**src/rtl/nn_mlp_seq_engine.sv**
```systemverilog
// Time-multiplexed 2-layer MLP: one shared signed MAC, weights streamed from a synchronous ROM.
// Vector in (LOAD) -> ReLU-clamped hidden layer (L1) -> linear clamped outputs (L2) -> STREAM.
module nn_mlp_seq_engine #(
  parameter int N_IN   = 36,
  parameter int N_HID  = 20,
  parameter int N_OUT  = 10,
  parameter int IN_W   = 9,
  parameter int W_W    = 8,
  parameter int HID_W  = 10,
  parameter int OUT_W  = 11,
  parameter int ACC_W  = 24,
  parameter int SHIFT1 = 7,
  parameter int SHIFT2 = 7,
  localparam int WA_W  = $clog2(N_HID * (N_IN + 1) + N_OUT * (N_HID + 1)),
  localparam int OI_W  = (N_OUT > 1) ? $clog2(N_OUT) : 1
) (
  input  logic             clk,
  input  logic             rst_n,
  input  logic             in_valid,
  output logic             in_ready,
  input  logic [IN_W-1:0]  in_data,
  output logic             w_en,
  output logic [WA_W-1:0]  w_addr,
  input  logic [W_W-1:0]   w_data,
  output logic             out_valid,
  input  logic             out_ready,
  output logic [OUT_W-1:0] out_data,
  output logic [OI_W-1:0]  out_idx,
  output logic             out_last,
  output logic             busy
);

  localparam int MAX_LEN = (N_IN > N_HID) ? N_IN : N_HID;
  localparam int PW      = $clog2(MAX_LEN + 2);
  localparam int MAX_NRN = (N_HID > N_OUT) ? N_HID : N_OUT;
  localparam int NW      = $clog2(MAX_NRN + 1);
  localparam int XI_W    = (N_IN > 1) ? $clog2(N_IN) : 1;
  localparam int HI_W    = (N_HID > 1) ? $clog2(N_HID) : 1;
  localparam int OP_W    = (IN_W > HID_W) ? IN_W : HID_W;
  localparam int PROD_W  = OP_W + W_W;
  localparam logic signed [ACC_W-1:0] HMAX = ACC_W'((1 << (HID_W - 1)) - 1);
  localparam logic signed [ACC_W-1:0] YMAX = ACC_W'((1 << (OUT_W - 1)) - 1);
  localparam logic signed [ACC_W-1:0] YMIN = ~YMAX;

  typedef enum logic [1:0] {StLoad, StL1, StL2, StStream} state_t;

  state_t                   r_state;
  logic [PW-1:0]            r_pos;   // element index in LOAD, cycle-within-neuron in L1/L2
  logic [NW-1:0]            r_nrn;
  logic signed [ACC_W-1:0]  r_acc;
  logic signed [IN_W-1:0]   r_x [N_IN];
  logic signed [HID_W-1:0]  r_h [N_HID];
  logic signed [OUT_W-1:0]  r_y [N_OUT];

  logic [XI_W-1:0]          w_xi;
  logic [HI_W-1:0]          w_hi;
  logic signed [OP_W-1:0]   w_op;
  logic signed [PROD_W-1:0] w_prod;
  logic signed [ACC_W-1:0]  w_sum;
  logic signed [ACC_W-1:0]  w_sh1;
  logic signed [ACC_W-1:0]  w_sh2;
  logic signed [HID_W-1:0]  w_hclamp;
  logic signed [OUT_W-1:0]  w_yclamp;
  logic [PW-1:0]            w_len;
  logic                     w_last_nrn;
  logic                     w_more;
  logic                     w_in_hs;
  logic                     w_l1_wr;
  logic                     w_l2_wr;

  always_comb begin
    // Data on w_data in cycle p belongs to the read issued in cycle p-1.
    w_xi   = XI_W'(r_pos - PW'(1));
    w_hi   = HI_W'(r_pos - PW'(1));
    w_op   = (r_state == StL2) ? OP_W'(r_h[w_hi]) : OP_W'(r_x[w_xi]);
    w_prod = PROD_W'(w_op) * PROD_W'($signed(w_data));
    w_sum  = r_acc + ACC_W'($signed(w_data));
    w_sh1  = w_sum >>> SHIFT1;
    w_sh2  = w_sum >>> SHIFT2;

    if (w_sh1[ACC_W-1])   w_hclamp = '0;
    else if (w_sh1 > HMAX) w_hclamp = HID_W'(HMAX);
    else                   w_hclamp = HID_W'(w_sh1);

    if (w_sh2 < YMIN)      w_yclamp = OUT_W'(YMIN);
    else if (w_sh2 > YMAX) w_yclamp = OUT_W'(YMAX);
    else                   w_yclamp = OUT_W'(w_sh2);

    w_len      = (r_state == StL2) ? PW'(N_HID) : PW'(N_IN);
    w_last_nrn = (r_state == StL2) ? (r_nrn == NW'(N_OUT - 1)) : (r_nrn == NW'(N_HID - 1));
    w_more     = !(w_last_nrn && (r_state == StL2));
    w_in_hs    = (r_state == StLoad) && in_valid && in_ready;
    w_l1_wr    = (r_state == StL1) && (r_pos == PW'(N_IN + 1));
    w_l2_wr    = (r_state == StL2) && (r_pos == PW'(N_HID + 1));
  end

  // Vector and activation buffers keep their contents across reset.
  always_ff @(posedge clk) begin
    if (w_in_hs) r_x[XI_W'(r_pos)] <= in_data;
    if (w_l1_wr) r_h[HI_W'(r_nrn)] <= w_hclamp;
    if (w_l2_wr) r_y[OI_W'(r_nrn)] <= w_yclamp;
  end

  always_ff @(posedge clk or negedge rst_n) begin
    if (!rst_n) begin
      r_state   <= StLoad;
      r_pos     <= '0;
      r_nrn     <= '0;
      r_acc     <= '0;
      in_ready  <= 1'b1;
      busy      <= 1'b0;
      w_en      <= 1'b0;
      w_addr    <= '0;
      out_valid <= 1'b0;
      out_data  <= '0;
      out_idx   <= '0;
      out_last  <= 1'b0;
    end else begin
      unique case (r_state)
        StLoad: begin
          if (in_valid && in_ready) begin
            if (r_pos == PW'(N_IN - 1)) begin
              r_pos    <= '0;
              r_nrn    <= '0;
              r_acc    <= '0;
              r_state  <= StL1;
              in_ready <= 1'b0;
              busy     <= 1'b1;
              w_en     <= 1'b1;
              w_addr   <= '0;
            end else begin
              r_pos <= r_pos + PW'(1);
            end
          end
        end
        StL1, StL2: begin
          // Weight addresses are contiguous across both layers, so w_addr only increments.
          if (r_pos == w_len + PW'(1)) begin
            r_acc <= '0;
            r_pos <= '0;
            if (w_last_nrn) begin
              r_nrn   <= '0;
              r_state <= (r_state == StL1) ? StL2 : StStream;
            end else begin
              r_nrn <= r_nrn + NW'(1);
            end
            w_en <= w_more;
            if (w_more) w_addr <= w_addr + WA_W'(1);
          end else begin
            if (r_pos != '0) r_acc <= r_acc + ACC_W'(w_prod);
            r_pos <= r_pos + PW'(1);
            if (r_pos == w_len) w_en <= 1'b0;
            else                w_addr <= w_addr + WA_W'(1);
          end
        end
        StStream: begin
          if (!out_valid) begin
            out_valid <= 1'b1;
            out_data  <= r_y[0];
            out_idx   <= '0;
            out_last  <= (N_OUT == 1);
          end else if (out_ready) begin
            if (out_last) begin
              out_valid <= 1'b0;
              out_last  <= 1'b0;
              out_idx   <= '0;
              out_data  <= '0;
              r_pos     <= '0;
              r_state   <= StLoad;
              in_ready  <= 1'b1;
              busy      <= 1'b0;
            end else begin
              out_idx  <= out_idx + OI_W'(1);
              out_data <= r_y[OI_W'(out_idx + OI_W'(1))];
              out_last <= ((out_idx + OI_W'(1)) == OI_W'(N_OUT - 1));
            end
          end
        end
        default: r_state <= StLoad;
      endcase
    end
  end

endmodule

```
**config.mk**
```make
export PLATFORM = sky130hd
export DESIGN_NAME = nn_mlp_seq_engine
export DESIGN_NICKNAME = d
export VERILOG_FILES = /design/src/rtl/nn_mlp_seq_engine.sv
export SDC_FILE = /design/constraint.sdc
export NUM_CORES = 1
export LEC_CHECK = 0
export ABC_AREA = 1
export CAP_MARGIN = 10
export CORE_ASPECT_RATIO = 1.4
export CORE_UTILIZATION = 23
export CTS_CLUSTER_DIAMETER = 80
export DETAILED_ROUTE_END_ITERATION = 8
export SLEW_MARGIN = 15
export SYNTH_ARGS = -nofsm -noshare
export SYNTH_HDL_FRONTEND = slang
export SYNTH_SLANG_ARGS = --single-unit
export TNS_END_PERCENT = 20
```
**constraint.sdc**
```tcl
create_clock -name clk -period 9 [get_ports clk]
set_input_delay 1.35 -clock clk [delete_from_list [all_inputs] [get_ports clk]]
set_output_delay 1.35 -clock clk [all_outputs]
set_load 0.02 [all_outputs]
```
# --- Word level (Yosys, flattened, before mapping) ---
# Memory sizes are Yosys's and may differ from the RTL's.
# Cells that the tools add are included.
word_totals:
  ff_bits: 67
  latch_bits: 0
  mem_bits_rw: 634
  romBits: 0
  inputBits: 21
  out_inout_bits: 30
  wordCells: 142
  memories: 3
mem_list:
  columns: ["memory", "depth", "width", "read_ports", "rd_clocked_by_memory_dff", "wr", "line_no", "text"]
  rows:
  - ["r_x", 36, 9, 1, 0, 1, "51", "logic signed [IN_W-1:0] r_x [N_IN];"]
  - ["r_h", 20, 10, 1, 0, 1, "52", "logic signed [HID_W-1:0] r_h [N_HID];"]
  - ["r_y", 10, 11, 2, 0, 1, "53", "logic signed [OUT_W-1:0] r_y [N_OUT];"]
op_classes:
  addsub: 8
  multipliers: 1
  div: 0
  n_lt_le_gt_ge: 3
  n_eq_ne: 23
  shift: 0
  mux: 72
  bitwise_logic: 0
  reduce_logical: 20
op_table:
  columns: ["cell", "n"]
  rows:
  - ["24-bit two-way mux", 4]
  - ["10-bit two-way mux", 8]
  - ["11-bit two-way mux", 5]
  - ["24-bit case mux with 2 select lines", 1]
  - ["6-bit two-way mux", 7]
  - ["1-bit two-way mux", 26]
  - ["24-bit by 18-bit adder with 24-bit output", 1]
  - ["24-bit by 8-bit adder with 24-bit output", 1]
  - ["5-bit two-way mux", 4]
  - ["10-bit case mux with 2 select lines", 1]
  - ["10-bit by 8-bit multiplier with 18-bit output", 1]
  - ["6-bit case mux with 3 select lines", 1]
  - ["17-bit by 10-bit > comparator with 1-bit output (second input constant)", 1]
  - ["17-bit by 11-bit > comparator with 1-bit output (second input constant)", 1]
  - ["17-bit by 11-bit less-than comparator with 1-bit output (second input constant)", 1]
  - ["4-bit AND reduction", 4]
  - ["2-bit two-way mux", 7]
  - ["6-bit by 1-bit adder with 6-bit output (second input constant)", 2]
  - ["6-bit == test", 2]
  - ["6-bit == test (second input constant)", 2]
  - ["4-bit two-way mux", 3]
  - ["3-bit != test (second input constant)", 4]
  - ["10-bit by 1-bit adder with 10-bit output (second input constant)", 1]
  - ["2-bit != test (second input constant)", 5]
  - ["other kinds (23)", 34]

# --- Longest topological paths before layout ---
# An unclocked memory read counts as a cell.
depth:
  depth_word: 8
  mapped_depth: 40
  ltp_nobuf: 33

# --- Worst setup path before layout ---
# No wires, ideal clock.
synth_timing:
  kind: "register to register"
  start: "register r_pos[0]"
  end: "register r_acc[21]"
  t_arrival_ps: 7178
  required_ps: 8877
  path_slack_ps: 1699
  stages_incl_launch_ff: 35
  n_path_buf: 6
  path_cell_list: "dfrtp_1 > buf_4 > inv_4 > buf_2 > buf_2 > buf_2 > ha_1 > buf_2 > inv_2 > clkbuf_1 > a21oi_1 > a221oi_1 > o21ai_1 > nand2_1 > nand3_1 > nand2_2 > inv_2 > nor2_2 > inv_1 > fa_1 > inv_1 > fa_1 > fa_1 > fa_1 > ha_1 > ha_1 > nand2_1 > o21ai_0 > a21oi_1 > o21ai_0 > a21oi_1 > o21ai_0 > a21oi_1 > o21ai_0 > nand2_1"
synth_via:
  elab_chain_cells: 8
synth_rtl:
  columns: ["element", "line_no", "text"]
  rows:
  - ["from (decl)", "48", "logic [PW-1:0] r_pos;"]
  - ["from (signal assigned)", "132", "r_pos <= r_pos + PW'(1);"]
  - ["from (signal assigned)", "151", "r_pos <= r_pos + PW'(1);"]
  - ["6-bit by 1-bit subtractor with 6-bit output", "74", "w_hi = HI_W'(r_pos - PW'(1));"]
  - ["memory 36 x 9 bit / memory 20 x 10 bit (equally long branches)", null, null]
  - ["10-bit two-way mux", "75", "w_op = (r_state == StL2) ? OP_W'(r_h[w_hi]) : OP_W'(r_x[w_xi]);"]
  - ["10-bit by 8-bit multiplier with 18-bit output", "76", "w_prod = PROD_W'(w_op) * PROD_W'($signed(w_data));"]
  - ["24-bit by 18-bit adder with 24-bit output", "150", "if (r_pos != '0) r_acc <= r_acc + ACC_W'(w_prod);"]
  - ["24-bit two-way mux", "150", null]
  - ["24-bit two-way mux", "138", "if (r_pos == w_len + PW'(1)) begin"]
  - ["24-bit case mux with 2 select lines", "119", "unique case (r_state)"]
  - ["to (signal assigned)", "150", null]
  - ["to (decl)", "50", "logic signed [ACC_W-1:0] r_acc;"]
# Several ways; a longest one is shown, not always the timed one. The select of a mux whose other input is x is not followed.
# A chain may end at the register's enable or synchronous reset.

# --- Worst setup path after layout ---
layout_timing:
  start: "register r_pos[0]"
  end: "register r_acc[22]"
# The elaborated chain is that of the path after synthesis.

==> metrics.txt <==
YS warnings=0; distinct cell type count of the synthesized netlist=60; H-tree Lvls=3; synth cell count leaders=nand2_1 (727), edfxtp_1 (634), nor2_1 (312); Top Usage Layer GRT=met2; Vias/cell=4.53; CTS Buf Count=67; Slowest cell on crit path=fa_1; initial antenna violation count=2; met1 GRT Util=0.144; Top Family by Delay on Critical Path=adder cells; met3 GRT Util=0.0157; Starting Density=0.232; setup_tns=0 ns; first-pass GRT wire length=143,000 µm; post-synthesis simple-gate area fraction=0.156; Final Hold Fails=0; worst path required time=9.54 ns; drt drc=0; multiplexer share of the synthesized area=0.00143; DR iter-0 viols=1,767; CTS clk-pin slew, worst paths=0.06 ns; CTS Hold Bufs=0; CTS tree=yes; ys async rst share=0.0956; Worst slew margin=0.247; RSZ-0062 raised after global routing=no; Clk Latency, worst-skew pair=0.67 ns; Post-Syn Instances=3,254; top cells by area, synth=edfxtp_1 (55%), nand2_1 (7.8%), fa_1 (6.3%); share of cells above drive strength 1=0.0626; Nets=3,525; final core utilization=0.266; largest net degree at the start of global routing=167; routed via count=24,100; GRT Util Overall=0.120; Routed Antenna Nets=0; Final Max Slew Viols=0; worst-path maximum fanout=54; Placement Rows=168; full die area=153,000 µm²; maximum root-to-sink buffer count=3; Ports=51; grt ovf=0; Yosys top cell by area=edfxtp_1; startpoint types=flip-flop; Seq cells post-synth=701; number of port buffers=50; clk sinks=701; core outline area=150,000 µm²; TritonRoute pass-1 iters=5; post-cts sizing count=0; root buffer cell=clkbuf_16; Avg Inst Size Synth=10.7 µm²; Worst EP arrival=8.73 ns; post-synthesis xor/xnor area fraction=0.00732; critical setup path kind=flip-flop to flip-flop; sequential fraction of the synthesis area=0.594; Critical Path Sink Type=flip-flop; Worst Tran Pin Value=1.13 ns; Worst path max stage delay=0.79 ns; post-synthesis adder-cell area fraction=0.0958; count leader, synth=nand2_1; outcome=completed; Final Setup Violations=0; DRT Wirelength=92,200 µm; GP Congestion=0.868; Most used DFF post-synth=edfxtp_1; Fmax achieved=0.122 GHz; max-cap viol count=0; DR WL/cell=17.4 µm; DP HPWL=61,700 µm; CP bufs+invs=8; Area Overhead vs Synth=14.7%; Synth top area share=0.546; largest family of logic cells by synthesized area=simple AND/OR/NAND/NOR gates; vias in the first global route=24,200; Die X=331 µm; Mapped Area=34,900 µm²; Period minus WS final=8.19 ns; Tcrit/Tclk final=0.910; GR Util met2=0.210; Synth Area in Compound Gates=0.0942; Post-synth EDFFs=634; die height=463 µm; Post-CTS Setup Inserts=0; worst hold path class=flip-flop to flip-flop; Layout Skew=0.0281 ns
-- logic make-up (layout without fill, tap and decap cells) --
family	count (synthesis)	in the layout
buffers and inverters	436	516
AOI/OAI and AO/OA	555	555
DFF	701	701
other	1	21
xor gates and xnor gates	24	24
muxes	5	5
and+or+nand+nor	1331	1331
adders and majority gates	201	201
-- flip-flops by register name, summed over array words and instances (netlist names), 2 cells and up --
name,count
r_y,110
r_pos,6
r_h,200
r_state,2
out_idx,4
r_acc,24
w_addr,10
r_x,324
out_data,11
r_nrn,5
-- final timing paths --
| kind | to | slack, ns | depth (start not counted) | start |
|---|---|---|---|---|
| max | r_acc[22]$_DFFE_PN0P_ | 0.81 | 28 | r_pos[0]$_DFFE_PN0P_ |
| min | w_addr[9]$_DFFE_PN0P_ | 0.54 | 2 | w_addr[9]$_DFFE_PN0P_ |
| max reg2reg | r_acc[22]$_DFFE_PN0P_ | 0.81 | 28 | r_pos[0]$_DFFE_PN0P_ |
| min reg2reg | w_addr[9]$_DFFE_PN0P_ | 0.54 | 2 | w_addr[9]$_DFFE_PN0P_ |
| max in group asynchronous | r_pos[0]$_DFFE_PN0P_ | 7.37 | 1 | rst_n |
| min in group asynchronous | out_valid$_DFFE_PN0P_ | 0.82 | 1 | rst_n |
-- layout by cell type, fill, tap and decap left out, drive strengths merged, types with 4 or more instances in the layout --
cell type,count
clkdlybuf4s50,49
clkinv,30
a211oi,16
clkbuf,75
clkinvlp,4
bufinv,10
conb,20
a32oi,8
nand3,219
edfxtp,634
nand2,737
o221ai,22
o311ai,8
o31ai,8
o21bai,4
dfrtp,66
a22oi,16
nand3b,6
o21ai,195
fa,110
nor2,317
xor2,12
mux2i,5
nand4,12
o211ai,28
a31oi,9
buf,53
a21oi,173
ha,91
inv,295
o22ai,44
o2111ai,10
nor3,29
xnor2,12
-- metal layers --
layer	up-vias	wire, µm
met5	-	0
met2	699	47400
met3	163	4100
li1	11300	-
met4	0	3640
met1	11900	37100
-- through the flow --
step / hold slack, ns / cell area [µm²] / cells / setup slack [ns]
detailed placement: 0.521 / 37700 / 5189 / 0.857
global route: 0.575 / 40000 / 5309 / 0.267
global placement: 0.532 / 37700 / 5189 / 0.913
finish: 0.543 / 40000 / 5309 / 0.811
floorplan: 0.502 / 34900 / 3273 / 1.70
CTS: 0.541 / 40000 / 5308 / 0.806
-- area by class of cell --
type	instances	area (µm²)
fill	15700	110000
sequential	701	20700
multi-input combinational	2136	12500
tap	1955	2450
clock buffer	75	1750
inverter	295	1120
timing repair buffer	102	951
clock inverter	44	534
antenna	1	2.50
-- worst min-delay path: stages, from the launching register on --
cell and delay (ns):
dfrtp_1 0.39, nand2_1 0.07, o31ai_1 0.05
Power is left out: the tool's default activity adds up to more than one toggle a clock period on the data nets, which glitch-free logic cannot reach.
